**src/rtl/mem_arbiter.sv**
```systemverilog
// mem_arbiter: two-requester round-robin arbiter/sequencer for a single-port synchronous memory.
// One single-beat read or write in flight at a time; all outputs registered.
module mem_arbiter #(
    parameter int ADDR_W = 5,
    parameter int DATA_W = 8,
    parameter int RD_LAT = 1
) (
    input  logic              clk,
    input  logic              rst,
    input  logic              req0,
    input  logic              req1,
    input  logic              we0,
    input  logic              we1,
    input  logic [ADDR_W-1:0] addr0,
    input  logic [ADDR_W-1:0] addr1,
    input  logic [DATA_W-1:0] wdata0,
    input  logic [DATA_W-1:0] wdata1,
    output logic              gnt0,
    output logic              gnt1,
    output logic              rvalid0,
    output logic              rvalid1,
    output logic [DATA_W-1:0] rdata0,
    output logic [DATA_W-1:0] rdata1,
    output logic [ADDR_W-1:0] mem_addr,
    output logic [DATA_W-1:0] mem_data_in,
    output logic              mem_read,
    output logic              mem_write,
    input  logic [DATA_W-1:0] mem_data_out,
    output logic              busy
);
    localparam logic [1:0] IDLE = 2'd0, CMD = 2'd1, RWAIT = 2'd2;
    localparam int CW = $clog2(RD_LAT + 1);

    logic [1:0]        state_q, state_d;
    logic              prio_q, prio_d, owner_q, owner_d, we_q, we_d;
    logic [CW-1:0]     cnt_q, cnt_d;
    logic              gnt0_q, gnt0_d, gnt1_q, gnt1_d;
    logic              rvalid0_q, rvalid0_d, rvalid1_q, rvalid1_d;
    logic              rd_q, rd_d, wr_q, wr_d, busy_q, busy_d;
    logic [ADDR_W-1:0] addr_q, addr_d;
    logic [DATA_W-1:0] wdata_q, wdata_d, rdata0_q, rdata0_d, rdata1_q, rdata1_d;
    logic              win, wsel, start, done;

    always_comb begin
        // prio_q names the requester that wins a tie (the one not granted last)
        win       = (req0 && req1) ? prio_q : req1;
        wsel      = win ? we1 : we0;
        start     = (state_q == IDLE) && (req0 || req1);
        done      = (state_q == RWAIT) && (cnt_q == CW'(1));
        state_d   = start ? CMD
                  : ((state_q == CMD && !we_q) || (state_q == RWAIT && !done)) ? RWAIT : IDLE;
        owner_d   = start ? win : owner_q;
        prio_d    = start ? ~win : prio_q;
        we_d      = start ? wsel : we_q;
        addr_d    = start ? (win ? addr1 : addr0) : addr_q;
        wdata_d   = start ? (win ? wdata1 : wdata0) : wdata_q;
        cnt_d     = (state_q == CMD) ? CW'(RD_LAT) : (state_q == RWAIT) ? cnt_q - CW'(1) : cnt_q;
        gnt0_d    = start && !win;
        gnt1_d    = start && win;
        rd_d      = start && !wsel;
        wr_d      = start && wsel;
        rvalid0_d = done && !owner_q;
        rvalid1_d = done && owner_q;
        rdata0_d  = rvalid0_d ? mem_data_out : rdata0_q;
        rdata1_d  = rvalid1_d ? mem_data_out : rdata1_q;
        busy_d    = state_d != IDLE;
    end

    always_ff @(posedge clk or posedge rst) begin
        if (rst) begin
            state_q   <= IDLE;
            prio_q    <= 1'b0;
            owner_q   <= 1'b0;
            we_q      <= 1'b0;
            cnt_q     <= '0;
            addr_q    <= '0;
            wdata_q   <= '0;
            gnt0_q    <= 1'b0;
            gnt1_q    <= 1'b0;
            rvalid0_q <= 1'b0;
            rvalid1_q <= 1'b0;
            rdata0_q  <= '0;
            rdata1_q  <= '0;
            rd_q      <= 1'b0;
            wr_q      <= 1'b0;
            busy_q    <= 1'b0;
        end else begin
            state_q   <= state_d;
            prio_q    <= prio_d;
            owner_q   <= owner_d;
            we_q      <= we_d;
            cnt_q     <= cnt_d;
            addr_q    <= addr_d;
            wdata_q   <= wdata_d;
            gnt0_q    <= gnt0_d;
            gnt1_q    <= gnt1_d;
            rvalid0_q <= rvalid0_d;
            rvalid1_q <= rvalid1_d;
            rdata0_q  <= rdata0_d;
            rdata1_q  <= rdata1_d;
            rd_q      <= rd_d;
            wr_q      <= wr_d;
            busy_q    <= busy_d;
        end
    end

    assign gnt0        = gnt0_q;
    assign gnt1        = gnt1_q;
    assign rvalid0     = rvalid0_q;
    assign rvalid1     = rvalid1_q;
    assign rdata0      = rdata0_q;
    assign rdata1      = rdata1_q;
    assign mem_addr    = addr_q;
    assign mem_data_in = wdata_q;
    assign mem_read    = rd_q;
    assign mem_write   = wr_q;
    assign busy        = busy_q;
endmodule

```
**config.mk**
```make
export PLATFORM = sky130hd
export DESIGN_NAME = mem_arbiter
export DESIGN_NICKNAME = d
export VERILOG_FILES = /design/src/rtl/mem_arbiter.sv
export SDC_FILE = /design/constraint.sdc
export NUM_CORES = 1
export LEC_CHECK = 0
export CAP_MARGIN = 20
export CELL_PAD_IN_SITES_DETAIL_PLACEMENT = 0
export CELL_PAD_IN_SITES_GLOBAL_PLACEMENT = 1
export CORE_MARGIN = 3
export CORE_UTILIZATION = 31
export CTS_CLUSTER_DIAMETER = 30
export DETAILED_ROUTE_END_ITERATION = 16
export GPL_TIMING_DRIVEN = 1
export PLACE_DENSITY_LB_ADDON = 0.1
export SLEW_MARGIN = 20
export SYNTH_ARGS = -nofsm -noshare
export SYNTH_HDL_FRONTEND = slang
export SYNTH_SLANG_ARGS = --single-unit
```
**constraint.sdc**
```tcl
create_clock -name clk -period 1.8 [get_ports clk]
set_input_delay 0.18 -clock clk [delete_from_list [all_inputs] [get_ports clk]]
set_output_delay 0.18 -clock clk [all_outputs]
set_load 0.03 [all_outputs]
```
# ---- After elaboration in Yosys (flattened, before gate mapping)
# Index checks and enable logic that the tools add are counted.
dict set report totals {
  regBits 42
  latchBits 0
  ramBits 0
  mem_bits_ro 0
  in_bits 40
  out_inout_bits 36
  elab_cells 49
  mem_count 0
}
dict set report op_classes {
  n_addsub 1
  n_mul 0
  n_div 0
  n_lt_le_gt_ge 0
  n_eq_ne 2
  shift 0
  mux 8
  bitwise_logic 1
  n_reduce_logical 21
}
# cell n
set ops {}
lappend ops {{$logic_and A1 B1 Y1} 11}
lappend ops {{$mux W8} 1}
lappend ops {{$logic_not A1 Y1} 5}
lappend ops {{$mux W5} 1}
lappend ops {{$mux W1} 4}
lappend ops {{$mux W2} 2}
lappend ops {{$reduce_bool A2 Y1} 2}
lappend ops {{$eq A2 B1 Y1 const B} 1}
lappend ops {{$eq A2 B2 Y1 const B} 1}
lappend ops {{$logic_not A2 Y1} 1}
lappend ops {{$logic_or A1 B1 Y1} 2}
lappend ops {{$not A1 Y1} 1}
lappend ops {{$sub A1 B1 Y1 const B} 1}

# ---- Depth between registers and ports, before layout
# Gate-level depths: netlist of the first run.
dict set report depth {
  word_depth 8
  depth_mapped 7
}

# ---- Least setup slack after synthesis of the first run
# OpenSTA, ideal clock, no wires.
dict set report synth_path {
  path_type {register to register}
  start {register state_q[0]}
  end {register wdata_q[4] (netlist: mem_data_in[4])}
  setup_ns 0.126
  t_arrival_ns 1.252
  required_ns 1.674
  slack_ns 0.423
  stages_incl_launch_ff 6
  path_buffers 1
  period_less_slack_ns 1.377
  path_cell_list {dfrtp_1 -> inv_1 -> ha_1 -> o21ai_4 -> buf_4 -> a221o_1}
}
dict set report synth_via {
  elab_chain_len 2
}
# element line
set synth_lines {}
lappend synth_lines {{start, declared} 34} ;# logic [1:0] state_q, state_d;
lappend synth_lines {{start signal, assigned} 88} ;# state_q <= state_d;
lappend synth_lines {{$logic_not A2 Y1} 48} ;# start = (state_q == IDLE) && (req0 || req1);
lappend synth_lines {{$logic_and A1 B1 Y1} 48}
lappend synth_lines {{end signal, assigned} 94} ;# wdata_q <= wdata_d;
lappend synth_lines {{end, declared} 41} ;# logic [DATA_W-1:0] wdata_q, wdata_d, rdata0_q, rdata0_d, rdata1_q, rdata1_d;
# No other way between the ends.
# A chain may end at the register's enable or synchronous reset.

# ---- Worst setup path after layout of the first run
dict set report layout_path {
  start {register state_q[0]}
  end {register rdata0_q[2] (netlist: rdata0[2])}
}
dict set report layout_via {
  elab_chain_len 3
}
# element line
set layout_lines {}
lappend layout_lines {{$eq A2 B2 Y1} 49} ;# done = (state_q == RWAIT) && (cnt_q == CW'(1));
lappend layout_lines {{$logic_and A1 B1 Y1} 49}
lappend layout_lines {{$logic_and A1 B1 Y1} 62} ;# rvalid0_d = done && !owner_q;
lappend layout_lines {{end signal, assigned} 99} ;# rdata0_q <= rdata0_d;
lappend layout_lines {{end, declared} 41}
# No other way between the ends.

==> results of run 1 <==
path summary, 6_finish.rpt:
check	to	slack [ns]	cells after the start
max in group asynchronous	cnt_q	1.08	3
min in group clk	mem_addr[1]	0.45	3
min	rdata1[4]	0.22	2
max	rdata0[2]	0.27	4
max reg2reg	rdata0[2]	0.27	4
min reg2reg	rdata1[6]	0.51	1
worst max-delay path, cell delays in order, from the launching register on:
cell and delay [ns]:
dfrtp_1 0.38, inv_1 0.08, ha_1 0.20, nand3b_1 0.34
mux2_2 0.40
power by group:
group | switching (mW) | leakage (nW) | total (mW) | internal [mW]
logic | 1.43 | 0.599 | 2.61 | 1.18
clock network | 0.299 | 0.0438 | 0.560 | 0.260
registers | 0.217 | 0.504 | 1.61 | 1.39
total | 1.94 | 1.15 | 4.78 | 2.83
state kept, by name, indices dropped and copies added (netlist names):
register	count
gnt0	1
rvalid1	1
state_q	2
prio_q	1
rvalid0	1
mem_write	1
mem_addr	5
cnt_q	1
rdata1	8
owner_q	1
mem_data_in	8
rdata0	8
we_q	1
mem_read	1
gnt1	1
busy	1
cell usage in the layout, fill, tap and decap left out, drive strengths merged, types with 6 or more instances in the layout:
cell type | netlist | final
clkdlybuf4s50 | 0 | 75
dfrtp | 42 | 42
mux2 | 16 | 16
nor2 | 12 | 12
a221o | 8 | 8
inv | 9 | 8
o21ai | 7 | 7
a21oi | 7 | 7
and2 | 6 | 6
a31oi | 6 | 6
buf | 5 | 6
layer usage:
| metal | vias up | global-route usage | wire, um |
|---|---|---|---|
| li1 | 642 | - | - |
| met2 | 54 | 0.2243 | 1965 |
| met5 | - | 0 | 0 |
| met4 | 0 | 0.06250 | 70 |
| met3 | 7 | 0.03475 | 241 |
| met1 | 637 | 0.1709 | 1752 |
logic make-up after synthesis:
| logic type | count (synthesis) |
|---|---|
| simple gates | 31 |
| mux | 16 |
| flops | 42 |
| fa+ha+maj | 3 |
| compound gates | 30 |
| buf+inv | 14 |
cell type report:
class / count / area (um2) / area share
multi-input cells: 80 / 595.6 / 0.2243
inverters: 9 / 33.78 / 0.01272
clock buffers: 5 / 68.82 / 0.02592
well taps: 70 / 87.58 / 0.03299
repair buffers: 81 / 808.3 / 0.3044
clock inverters: 2 / 10.01 / 0.003770
flip-flops and latches: 42 / 1051 / 0.3959
per-stage QoR:
step / hold WS, ns / instances / util / area, um2
2_1_floorplan: 0.3249 / 136 / - / 1710
3_3_place_gp: 0.4868 / 282 / 0.4919 / 2576
3_5_place_dp: 0.4919 / 282 / 0.4919 / 2576
4_1_cts: 0.2367 / 289 / 0.5069 / 2655
5_1_grt: 0.2609 / 289 / 0.5069 / 2655
6_report: 0.2232 / 289 / 0.5069 / 2655
==> metrics.md, run 1 <==
| Metric | Value |
|---|---|
| Max_cap viols | 0 |
| Final period util | 0.8499 |
| Reg clk slew, reported paths | around 0.080 ns |
| Synthesized cell area | around 0.0017 mm2 |
| Syn Inst Count | 136 |
| Drt drc | 0 |
| Worst Skew | 0.008056 ns |
| Area grow syn2layout | 55.23% |
| Post-synth EDFFs | 0 |
| Commonest cells post-synth | dfrtp_1 (42), mux2_2 (16), nor2_1 (12) |
| Crit Path Max Fanout | 9 |
| Post-DP HPWL | ~3200 um |
| Via density | 4.637 |
| Starting Density | 0.3266 |
| Cell Pwr Density | 1800 mW/mm2 |
| Number of diodes | 0 |
| Slew of the pin with the lowest slew margin | 0.6869 ns |
| Post-layout min period | roughly 1.5 ns |
| Mux cell area share after synthesis | 0.1053 |
| Peak supply drop | 0.0008006 V |
| Relative slew slack | 0.5392 |
| CTS H-tree lvls | 2 |
| Synth top area share | 0.6145 |
| Setup ws final | 0.2703 ns |
| Pre-CTS setup slack | a little over 0.06 ns |
| Critical Path Source | state_q[0] |
| Post-synthesis sequential area ratio | 0.6145 |
| Die width | 80.28 um |
| Fillers | 481 |
| Tot GR Track Use | 0.1377 |
| Drt pass-1 iters | 4 |
| Worst Path Arrival | 1.69 ns |
| CTS buffer count | 5 |
| Synth Area in Adders | 0.02195 |
| Largest area contributor in the netlist | dfrtp_1 |
| Crit. End Element | flip-flop |
| Initial antenna violation count | 0 |
| Overall die height | 80.28 um |
| Synth Area per Inst | about 13 um2 |
| Antenna Nets Post-Route | 0 |
| Row Count | 26 |
| Die ar. | 0.006445 mm2 |
| I/O pin count | 76 |
| Final Hold Viols | 0 |
| Wirelength per Cell | around 14 um |
| Syn. warnings | 0 |
| Syn nets | 179 |
| Status | finished, final reports clean |
| CP Launch Type | flip-flop |
| Synth area leaders | dfrtp_1 (61%), mux2_2 (11%), a221o_1 (4.7%) |
| Share of flip-flops with an asynchronous set or reset | 1.000 |
| Hold Crit Class | in2async |
| DR vias | 1,340 |
| Port bufs | 75 |
| Final Max Tran Viols | 0 |
| Clock Latency Late Sink | about 0.28 ns |
| Root buf cell | clkbuf_8 |
| Gpl congestion | 0.7480 |
| NumNets Final | 262 |
| Number of DRC markers in iteration 0 | 19 |
| Post-CTS Hold Fix Bufs | 0 |
| Vias in the first global route | 1,484 |
| Critical path class | reg2reg |
| Unrepaired setup endpoints after global routing | false |
| Tot Pwr | 4.778 mW |
| Achievable Freq | 653.7 MHz |
| Primary FF master, synth | dfrtp_1 |
| Clk sinks | 42 |
| Leak | 1.146 nW |
| Resized cells post-CTS | 0 |
| Worst Path Required | 1.96 ns |
| Clk buf depth | 2 |
| Total Wirelength | 4029 um |
| Overflow after GRT | 0 |
| First-pass GRT wire length | around 6800 um |
| Simple-Gate Fraction of Synth Area | 0.09364 |
| CTS tree | built |
| Largest net degree at the start of global routing | 25 |
| Final setup viols | 0 |
| Xor/xnor share of the synthesized area | 0 |
| Largest family of logic cells by synthesized area | compound AO/OA/AOI/OAI gates |
| Layout cells sized above 1 | 0.1507 |
| Core area | 0.005238 mm2 |
| Post-CTS Setup Repair Bufs | 0 |
| Setup TNS | 0 ns |
| Cell with the most instances after synthesis | dfrtp_1 |
| Compound-Gate Fraction of Synth Area | 0.1273 |
| Origin of the critical flop-to-flop path | state_q[0] |
| FF+latch count, synth | 42 |
| Synth unique cells | 25 |
Power figures use the tool's default switching activity.
==> run 2: changes to the inputs <==
--- a/config.mk
+++ b/config.mk
@@ -9,7 +9,7 @@
 export CELL_PAD_IN_SITES_DETAIL_PLACEMENT = 0
 export CELL_PAD_IN_SITES_GLOBAL_PLACEMENT = 1
 export CORE_MARGIN = 3
-export CORE_UTILIZATION = 31
+export CORE_UTILIZATION = 28
 export CTS_CLUSTER_DIAMETER = 30
 export DETAILED_ROUTE_END_ITERATION = 16
 export GPL_TIMING_DRIVEN = 1
==> constraint.sdc (replaced) <==
create_clock -name clk -period 1.4 [get_ports clk]
set_input_delay 0.14 -clock clk [delete_from_list [all_inputs] [get_ports clk]]
set_output_delay 0.14 -clock clk [all_outputs]
set_load 0.03 [all_outputs]
==> run 2 against run 1 <==
  * The flow now finishes with violations (setup timing)
  * Worst hold slack got worse by 0.033 ns
  * First-iteration DRC count rose by 120%
  * Total power rose by 36%
  * Via count rose by 5.0%
  * Clock skew barely moved
  * Critical path depth rose by 2
  * Largest cell class unchanged
  * Combinational power rose by 34%
  * Flip-flop and latch count did not move
  * Worst setup slack got worse by 0.28 ns
==> metrics.md, run 2 (synthesis gave the netlist of run 1 again) <==
| Metric | Value |
|---|---|
| Worst Skew | 0.008347 ns (was 0.008056 ns) |
| DR vias | 1,407 (was 1,340) |
| Area of the multi-input gates | 679.4 um2 (was 595.6 um2) |
| Clock Latency Late Sink | 0.29 ns (was 0.28 ns) |
| Overall die height | 84.16 um (was 80.28 um) |
| Slew of the pin with the lowest slew margin | 0.3568 ns (was 0.6869 ns) |
| Layout cells sized above 1 | 0.2607 (was 0.1507) |
| Crit Path Max Fanout | 6 (was 9) |
| Drt drc | 0 (unchanged) |
| Drt pass-1 iters | 4 (unchanged) |
| Clk buf depth | 2 (unchanged) |
| Largest net degree at the start of global routing | 25 (unchanged) |
| Worst reg-to-reg setup slack | -0.006 ns (was 0.27 ns) |
| Vias in the first global route | 1,532 (was 1,484) |
| NumNets Final | 276 (was 262) |
| Post-layout min period | 1.406 ns (was 1.530 ns) |
| Initial antenna violation count | 0 (unchanged) |
| Row Count | 27 (was 26) |
| Commonest non-fill, non-tap cell in the layout | dfrtp_1 (was clkdlybuf4s50_1) |
| Crit. End Element | flip-flop (unchanged) |
| Final setup viols | 1 (was 0) |
| R2R depth | 6 (was 4) |
| Die ar. | 0.007082 mm2 (was 0.006445 mm2) |
| CTS buffer count | 5 (unchanged) |
| Critical Path Source | state_q[0] (unchanged) |
| Area grow syn2layout | 67.37% (was 55.23%) |
| Cell Pwr Density | 2267 mW/mm2 (was 1800 mW/mm2) |
| Worst Path Required | 1.57 ns (was 1.96 ns) |
| Root buf cell | clkbuf_8 (unchanged) |
| Via density | 4.598 (was 4.637) |
| Worst Path Arrival | 1.58 ns (was 1.69 ns) |
| Core area | 0.005709 mm2 (was 0.005238 mm2) |
| Crit path capture | mem_data_in[1] (was rdata0[2]) |
| Total Wirelength | 4251 um (was 4029 um) |
| Status | complete, but fails checks (was finished, final reports clean) |
| Tot GR Track Use | 0.1267 (was 0.1377) |
| Die width | 84.16 um (was 80.28 um) |
| Post-DP HPWL | 3297 um (was 3167 um) |
| CTS tree | built (unchanged) |
| Starting Density | 0.2996 (was 0.3266) |
| Max_cap viols | 0 (unchanged) |
| Pre-CTS setup slack | -0.1959 ns (was 0.06155 ns) |
| Overflow after GRT | 0 (unchanged) |
| I/O pin count | 76 (unchanged) |
| Final period util | 1.004 (was 0.8499) |
| Number of diodes | 0 (unchanged) |
| Final Util | 0.5014 (was 0.5069) |
| Origin of the critical flop-to-flop path | state_q[0] (unchanged) |
| Peak supply drop | 0.0009043 V (was 0.0008006 V) |
| Critical path class | reg2reg (unchanged) |
| Clk sinks | 42 (unchanged) |
| Hold Crit Class | in2async (unchanged) |
| Final Hold Viols | 0 (unchanged) |
| Antenna Nets Post-Route | 0 (unchanged) |
| Failing checks | setup timing |
| Port bufs | 75 (unchanged) |
| CP Launch Type | flip-flop (unchanged) |
| Reg clk slew, reported paths | 0.08 ns (about the same) |
| Commonest cells after routing, fill and taps aside | dfrtp_1 (42), clkdlybuf4s50_1 (39), dlygate4sd2_1 (36) (was clkdlybuf4s50_1 (75), dfrtp_1 (42), mux2_2 (16)) |
| Unrepaired setup endpoints after global routing | true (was false) |
| Register Area | 0.001051 mm2 (unchanged) |
| First-pass GRT wire length | 7238 um (was 6789 um) |
| Post-CTS Hold Fix Bufs | 0 (unchanged) |
| Achievable Freq | 711.2 MHz (was 653.7 MHz) |
| CTS H-tree lvls | 2 (unchanged) |
| Leak | 1.325 nW (was 1.146 nW) |
| Worst R2R End | mem_data_in[1] (was rdata0[2]) |
| Number of DRC markers in iteration 0 | 42 (was 19) |
| Wirelength per Cell | 13.89 um (was 13.94 um) |
| Fillers | 541 (was 481) |
| Gpl congestion | 0.7796 (was 0.7480) |
| Setup ws final | -0.006128 ns (was 0.2703 ns) |
| Relative slew slack | 0.7614 (was 0.5392) |
| Final Max Tran Viols | 0 (unchanged) |
[run 2: repair_timing]
item / CTS / global route
pin swaps: 3 / 7
resized for setup: 43 / 13
setup buffers: 1 / 0
setup endpoints to repair: 53 / 32
[run 2: layout make-up]
| cell class | instances | share of cell area |
|---|---|---|
| Clock inverter | 3 | 0.01399 |
| Inverter | 9 | 0.01180 |
| Timing Repair Buffer | 95 | 0.3142 |
| Sequential cell | 42 | 0.3671 |
| Clock buffer | 5 | 0.02404 |
| Multi-Input combinational cell | 80 | 0.2373 |
| Tap cell | 72 | 0.03147 |
[run 2: report_power, final]
part           leakage (nW)  internal, mW  switching (mW)
clock network        0.0579         0.525           0.389
registers             0.504          1.79           0.298
logic                 0.764          1.54            1.96
total                  1.33          3.85            2.64
[run 2: layer usage]
layer | up-vias | global-route usage | wire (um)
met5 | - | 0 | 0
met4 | 0 | 0.03070 | 35
met1 | 675 | 0.1579 | 1782
met2 | 55 | 0.2102 | 2142
met3 | 5 | 0.04514 | 291
li1 | 672 | - | -
[run 2: worst min-delay path by stage]
stage                          from           to  slack, ns
after floorplan            addr0[0]  mem_addr[0]       0.28
after global placement    rdata1[5]    rdata1[5]       0.49
after detailed placement  rdata1[1]    rdata1[1]       0.49
after CTS                       rst    rdata1[3]       0.20
after global routing            rst    rdata0[3]       0.23
final                           rst    rdata0[3]       0.19
[run 2: critical path, cell delays in order, from the launching register on]
cell	delay, ns
dfrtp_1	0.39
inv_2	0.09
ha_4	0.16
o21ai_4	0.11
buf_6	0.15
and2_4	0.14
a221o_1	0.26
[run 2: stage by stage]
stage	area [um2]	hold slack [ns]	total power, mW	std cells	TNS (ns)
3_3_place_gp	2689	0.4879	5.620	297	-2.115
5_1_grt	2863	0.2334	6.915	306	-1.195
6_report	2863	0.1906	6.489	306	-0.006128
3_5_place_dp	2689	0.4935	5.702	297	-2.508
2_1_floorplan	1710	0.2849	4.094	136	0
4_1_cts	2783	0.1952	6.386	306	0
==> run 3: changes to the inputs <==
--- a/config.mk
+++ b/config.mk
@@ -10,11 +10,10 @@
 export CELL_PAD_IN_SITES_GLOBAL_PLACEMENT = 1
 export CORE_MARGIN = 3
 export CORE_UTILIZATION = 28
-export CTS_CLUSTER_DIAMETER = 30
 export DETAILED_ROUTE_END_ITERATION = 16
 export GPL_TIMING_DRIVEN = 1
 export PLACE_DENSITY_LB_ADDON = 0.1
-export SLEW_MARGIN = 20
+export SLEW_MARGIN = 40
 export SYNTH_ARGS = -nofsm -noshare
 export SYNTH_HDL_FRONTEND = slang
 export SYNTH_SLANG_ARGS = --single-unit
==> results of run 3 <==
No change in the layout: final DEF, timing and power equal those of run 2.
